$ cat src/rtl/dds_sweep_controller.sv
// dds_sweep_controller: linear chirp sequencer for the DDS phase counter.
// Walks step_start..step_stop in step_inc increments, dwelling on each step.
module dds_sweep_controller #(
  parameter int ADDRESS_WIDTH = 8,
  parameter int DWELL_WIDTH   = 16,
  parameter int INITIAL_STEP  = 1,
  parameter bit SYNC_TO_ZERO  = 1'b0
) (
  input  logic                     CLK,
  input  logic                     RESET,
  input  logic                     start,
  input  logic                     abort,
  input  logic [ADDRESS_WIDTH-1:0] step_start,
  input  logic [ADDRESS_WIDTH-1:0] step_stop,
  input  logic [ADDRESS_WIDTH-1:0] step_inc,
  input  logic [DWELL_WIDTH-1:0]   dwell,
  input  logic                     zero_address,
  output logic                     SET,
  output logic [ADDRESS_WIDTH-1:0] step_out,
  output logic                     busy,
  output logic                     done
);

  localparam int AW = ADDRESS_WIDTH;
  localparam int DW = DWELL_WIDTH;

  localparam logic [AW-1:0] INIT = AW'(INITIAL_STEP);
  localparam logic [DW-1:0] ONE  = DW'(1);

  typedef enum logic [2:0] {
    S_IDLE,
    S_LOAD,
    S_DWELL,
    S_WAIT_ZERO,
    S_DONE
  } state_t;

  state_t        state, state_d;
  logic [AW-1:0] cur, cur_d;
  logic [AW-1:0] stop_r, stop_d;
  logic [AW-1:0] inc_r, inc_d;
  logic [DW-1:0] dwell_r, dwell_d;
  logic [DW-1:0] cnt, cnt_d;
  logic [AW:0]   sum;
  logic [AW-1:0] nxt;
  logic          last;
  logic          final_step;

  // Next step with one extra bit so a wrapping sum clamps to stop.
  always_comb begin
    sum        = {1'b0, cur} + {1'b0, inc_r};
    nxt        = (sum > {1'b0, stop_r}) ? stop_r : sum[AW-1:0];
    last       = (cnt == (dwell_r - ONE));
    final_step = (cur >= stop_r) || (inc_r == '0);
  end

  // Next-state and next-datapath decode; abort overrides everything.
  always_comb begin
    state_d = state;
    cur_d   = cur;
    stop_d  = stop_r;
    inc_d   = inc_r;
    dwell_d = dwell_r;
    cnt_d   = cnt;
    if (abort) begin
      state_d = S_IDLE;
    end else begin
      case (state)
        S_IDLE: begin
          if (start) begin
            cur_d   = step_start;
            stop_d  = step_stop;
            inc_d   = step_inc;
            dwell_d = (dwell == '0) ? ONE : dwell;
            state_d = S_LOAD;
          end
        end
        S_LOAD: begin
          cnt_d   = '0;
          state_d = S_DWELL;
        end
        S_DWELL: begin
          if (last) begin
            if (final_step) begin
              state_d = S_DONE;
            end else begin
              cur_d   = nxt;
              state_d = SYNC_TO_ZERO ? S_WAIT_ZERO : S_LOAD;
            end
          end else begin
            cnt_d = cnt + ONE;
          end
        end
        S_WAIT_ZERO: begin
          if (zero_address) state_d = S_LOAD;
        end
        S_DONE: begin
          state_d = S_IDLE;
        end
        default: begin
          state_d = S_IDLE;
        end
      endcase
    end
  end

  // State and datapath registers; step_out loads as LOAD is entered.
  always_ff @(posedge CLK) begin
    if (RESET) begin
      state    <= S_IDLE;
      cur      <= INIT;
      stop_r   <= '0;
      inc_r    <= '0;
      dwell_r  <= ONE;
      cnt      <= '0;
      step_out <= INIT;
    end else begin
      state   <= state_d;
      cur     <= cur_d;
      stop_r  <= stop_d;
      inc_r   <= inc_d;
      dwell_r <= dwell_d;
      cnt     <= cnt_d;
      if (state_d == S_LOAD) step_out <= cur_d;
    end
  end

  // Strobes decoded straight from the state register.
  always_comb begin
    SET  = (state == S_LOAD);
    done = (state == S_DONE);
    busy = (state != S_IDLE);
  end

endmodule

$ cat config.mk
export PLATFORM = sky130hd
export DESIGN_NAME = dds_sweep_controller
export DESIGN_NICKNAME = d
export VERILOG_FILES = /design/src/rtl/dds_sweep_controller.sv
export SDC_FILE = /design/constraint.sdc
export NUM_CORES = 1
export LEC_CHECK = 0
export ABC_AREA = 1
export ABC_CLOCK_PERIOD_IN_PS = 4700
export CAP_MARGIN = 30
export CORE_ASPECT_RATIO = 1.4
export CORE_MARGIN = 5
export CORE_UTILIZATION = 45
export DETAILED_ROUTE_END_ITERATION = 6
export PLACE_DENSITY_LB_ADDON = 0.2
export SLEW_MARGIN = 25
export SYNTH_ARGS = -nofsm -noshare
export SYNTH_HDL_FRONTEND = slang
export SYNTH_SLANG_ARGS = --single-unit
$ cat constraint.sdc
create_clock -name CLK -period 4.7 [get_ports CLK]
set_input_delay 0.94 -clock CLK [delete_from_list [all_inputs] [get_ports CLK]]
set_output_delay 0.94 -clock CLK [all_outputs]
set_load 0.005 [all_outputs]
==> summary.md <==
| Metric | Value |
|---|---|
| Number of antenna cells inserted | `0` |
| Area of the die | `12700 um2` |
| DR vias/cell | `5.18` |
| Effective utilization at floorplan | `45.8%` |
| XOR/XNOR Fraction of Synth Area | `4.91%` |
| Compound-gate portion of the synthesized area | `11.9%` |
| Number of vias after detailed routing | `4842` |
| Number of port buffers | `55` |
| Number of distinct library cell variants in the gate-level netlist after synthesis | `40` |
| Adder and majority gate portion of the synthesized area | `7.29%` |
| Number of max-cap violations | `0` |
| Post-route DRC violation count | `0` |
| Area occupied by multi-input gates | `2990 um2` |
| Worst Hold Class | `reg -> reg` |
| Mapped cell area | `4740 um2` |
| Worst voltage drop across the vdd grid | `0.000172 V` |
| Number of clock buffers inserted by TritonCTS | `9` |
| Post-synth EDFFs | `0` |
| Total of cells resized after clock tree synthesis | `0` |
| Number of hold buffers added after CTS | `0` |
| Maximum achievable frequency | `282 MHz` |
| Floorplan die width | `96.7 um` |
| Count of filler cells inserted in the layout | `1070` |
| Placer Congestion | `0.929` |
| Overflow left after global routing | `0` |
| Clock tree buffer depth | `2` |
| Number of setup violations in the final report | `0` |
| Share of async-settable or async-resettable flops after synthesis | `0%` |
| Storage cell area | `1340 um2` |
| Kind of critical path | `reg -> reg` |
| Post-layout nets | `864` |
| Final non-filler cell area | `5750 um2` |
| Maximum level of the CTS H-tree | `3` |
| Crit path arrival time | `3.77 ns` |
| Sequential fraction of the synthesis area | `28.3%` |
| Average wire per standard cell | `14.4 um` |
| Dominant combinational cell family by area after synthesis | `simple AND/OR/NAND/NOR gates` |
| Layout Area Growth over Synthesis | `21.2%` |
| Synth warn | `0` |
| Worst Reg2Reg Path Length in Cells | `25` |
| PwrDens | `313 nW/um2` |
| Proportion of synthesized area in mux cells | `0%` |
| Simple-gate area share of the yosys netlist | `39.0%` |
| Fin Clk Skew | `0.00465 ns` |
| Type of origin of the critical path | `flip-flop` |
| Post-synth top area share | `28.3%` |
| Period utilisation layout | `75.3%` |
| Number of global-route vias before repair | `4817` |
| Worst reg2reg setup slack | `1.16 ns` |
| Area of the core | `10300 um2` |
| Cell types with the largest area share after synthesis | `sky130_fd_sc_hd__dfxtp_1, sky130_fd_sc_hd__nand2_1, sky130_fd_sc_hd__nor2_1` |
| DRT iter0 DRCs | `233` |
| Time the final worst path needs with I/O delays and setup | `3.54 ns` |
| Number of core rows | `44` |
| Number of antenna violations at the first check in global routing | `0` |
| List of most frequent post-synthesis cells | `sky130_fd_sc_hd__nand2_1, sky130_fd_sc_hd__nor2_1, sky130_fd_sc_hd__inv_1` |
| Worst Path Max Fanout | `9` |
| Final Max Slew Viols | `0` |
| Post-synth top area cell | `sky130_fd_sc_hd__dfxtp_1` |
| Data required time of the worst path | `4.93 ns` |
| Setup Buffers After CTS | `0` |
| Wire length of the first global-routing pass | `22.4 mm` |
| Worst hold path cell count | `2` |
| Area of placed instances | `5430 um2` |
| RSZ-0062 raised after global routing | `no` |
| DRT Pass-1 Iters | `5` |
| Final hold violations | `0` |
| Root buf cell | `sky130_fd_sc_hd__clkbuf_16` |
| Outcome | `complete, no violations` |
| DRT Wirelength | `13.5 mm` |
| Worst Max-Slew Pin Slew | `0.654 ns` |
| Aggregate global-route resource usage | `21.5%` |
| Die Y | `131 um` |
| Clock tree from TritonCTS | `built` |
| Residual antenna-violating net count after detailed routing | `0` |
| Capturing element type of the critical path | `flip-flop` |
| Worst slew slack as a fraction of its limit | `56.2%` |
| Net count after synthesis | `813` |
| Most frequent cell after synthesis | `sky130_fd_sc_hd__nand2_1` |
| Clock edge transition at the registers on the reported setup and hold paths | `0.06 ns` |
| Clock latency at the later pin of the worst-skew pair | `0.33 ns` |
| Predominant post-synthesis flop cell | `sky130_fd_sc_hd__dfxtp_1` |
| Clock tree sinks | `67` |
| Avg Cell Area, Syn | `6.40 um2` |
| Final HPWL DP | `10.5 mm` |
| Pin count of the biggest net entering global routing | `30` |
| Total Negative Setup Slacks | `0 ns` |
| # IOs | `56` |
| Share of cells above drive strength 1 | `6.40%` |
| Flops & latches, synth | `67` |
| Static leakage | `2.57 nW` |
| Cell count after synthesis | `741` |
## placed cells by master, fill, tap and decap left out, types with 7 or more instances in the layout
cell	Yosys	routed
sky130_fd_sc_hd__nor3_1	13	13
sky130_fd_sc_hd__clkdlybuf4s50_1	0	55
sky130_fd_sc_hd__a21oi_1	50	50
sky130_fd_sc_hd__a211oi_1	7	7
sky130_fd_sc_hd__clkbuf_16	0	9
sky130_fd_sc_hd__xor2_1	18	18
sky130_fd_sc_hd__nand4_1	12	12
sky130_fd_sc_hd__o21ai_0	35	35
sky130_fd_sc_hd__inv_1	79	79
sky130_fd_sc_hd__dfxtp_1	67	67
sky130_fd_sc_hd__nor4_1	9	9
sky130_fd_sc_hd__nand2_1	204	204
sky130_fd_sc_hd__nand3_1	43	43
sky130_fd_sc_hd__nor2_1	102	102
sky130_fd_sc_hd__ha_1	26	26
## metal layers
layer / up-vias / share of wire, % / track usage, %
li1: 2497 / - / -
met1: 2198 / 38 / 22.0
met2: 101 / 54 / 39.9
met3: 46 / 2.8 / 3.98
met4: 0 / 5.5 / 13.1
met5: - / 0 / 0
## logic make-up after synthesis
logic type,Yosys count
adders and majority gates,27
xor gates and xnor gates,25
AOI/OAI and AO/OA,102
and+or+nand+nor,414
DFF,67
buffers and inverters,106
## power breakdown
| group | total [W] | internal [W] | switching [W] |
|---|---|---|---|
| clock network | 0.000707 | 0.000441 | 0.000265 |
| registers | 0.000636 | 0.000601 | 0.0000351 |
| logic | 0.000455 | 0.000181 | 0.000274 |
## final timing paths
check,start,to
worst min register to register,dwell_r[1],dwell_r[1]
worst max-delay path,inc_r[0],step_out[2]
worst max register to register,inc_r[0],step_out[2]
worst min-delay path,dwell_r[1],dwell_r[1]
## flip-flops by register name, summed over array words and instances, names as in the netlist
signal and count:
dwell_r 16, cnt 16, inc_r 8, cur 8
state 3, step_out 8, stop_r 8
## stage by stage
stage | utilization (%) | instances | hold WS, ns | setup WS [ns] | total power [W]
after floorplan | - | 741 | 0.458 | 1.69 | 0.000952
after global placement | 52.2 | 918 | 0.495 | 1.35 | 0.00109
after detailed placement | 52.5 | 919 | 0.494 | 1.21 | 0.00110
after CTS | 55.5 | 935 | 0.507 | 1.21 | 0.00181
after global routing | 55.5 | 935 | 0.540 | 0.857 | 0.00190
final | 55.5 | 935 | 0.499 | 1.16 | 0.00180
## critical path: stages, from the launching register on
cell and delay, ns:
sky130_fd_sc_hd__dfxtp_1 0.35, sky130_fd_sc_hd__ha_1 0.20, sky130_fd_sc_hd__inv_1 0.07, sky130_fd_sc_hd__fa_1 0.40, sky130_fd_sc_hd__inv_1 0.10, sky130_fd_sc_hd__a31o_2 0.16, sky130_fd_sc_hd__xor2_1 0.18, sky130_fd_sc_hd__inv_1 0.07
sky130_fd_sc_hd__ha_1 0.31, sky130_fd_sc_hd__nand2_1 0.06, sky130_fd_sc_hd__nor2_1 0.16, sky130_fd_sc_hd__nand2_1 0.07, sky130_fd_sc_hd__nand3_1 0.08, sky130_fd_sc_hd__nand2_1 0.06, sky130_fd_sc_hd__nand2_1 0.05, sky130_fd_sc_hd__nand2_1 0.05
sky130_fd_sc_hd__nand2_1 0.05, sky130_fd_sc_hd__nand2_1 0.16, sky130_fd_sc_hd__nand2_1 0.30, sky130_fd_sc_hd__nand2_1 0.08, sky130_fd_sc_hd__nand2_1 0.07, sky130_fd_sc_hd__nand2_1 0.06, sky130_fd_sc_hd__nand3_1 0.08, sky130_fd_sc_hd__nand2_1 0.07
sky130_fd_sc_hd__a21oi_1 0.14, sky130_fd_sc_hd__nor2_1 0.05
## area by class of cell
cell class                      count  area share (%)
Inverter                           86            5.62
Tap cell                          138            3.01
Clock inverter                      5            1.05
Timing Repair Buffer               60            10.6
Multi-Input combinational cell    568            52.0
Sequential cell                    67            23.3
Clock buffer                       11            4.40
Note: power is estimated with default switching activity, not from simulation.
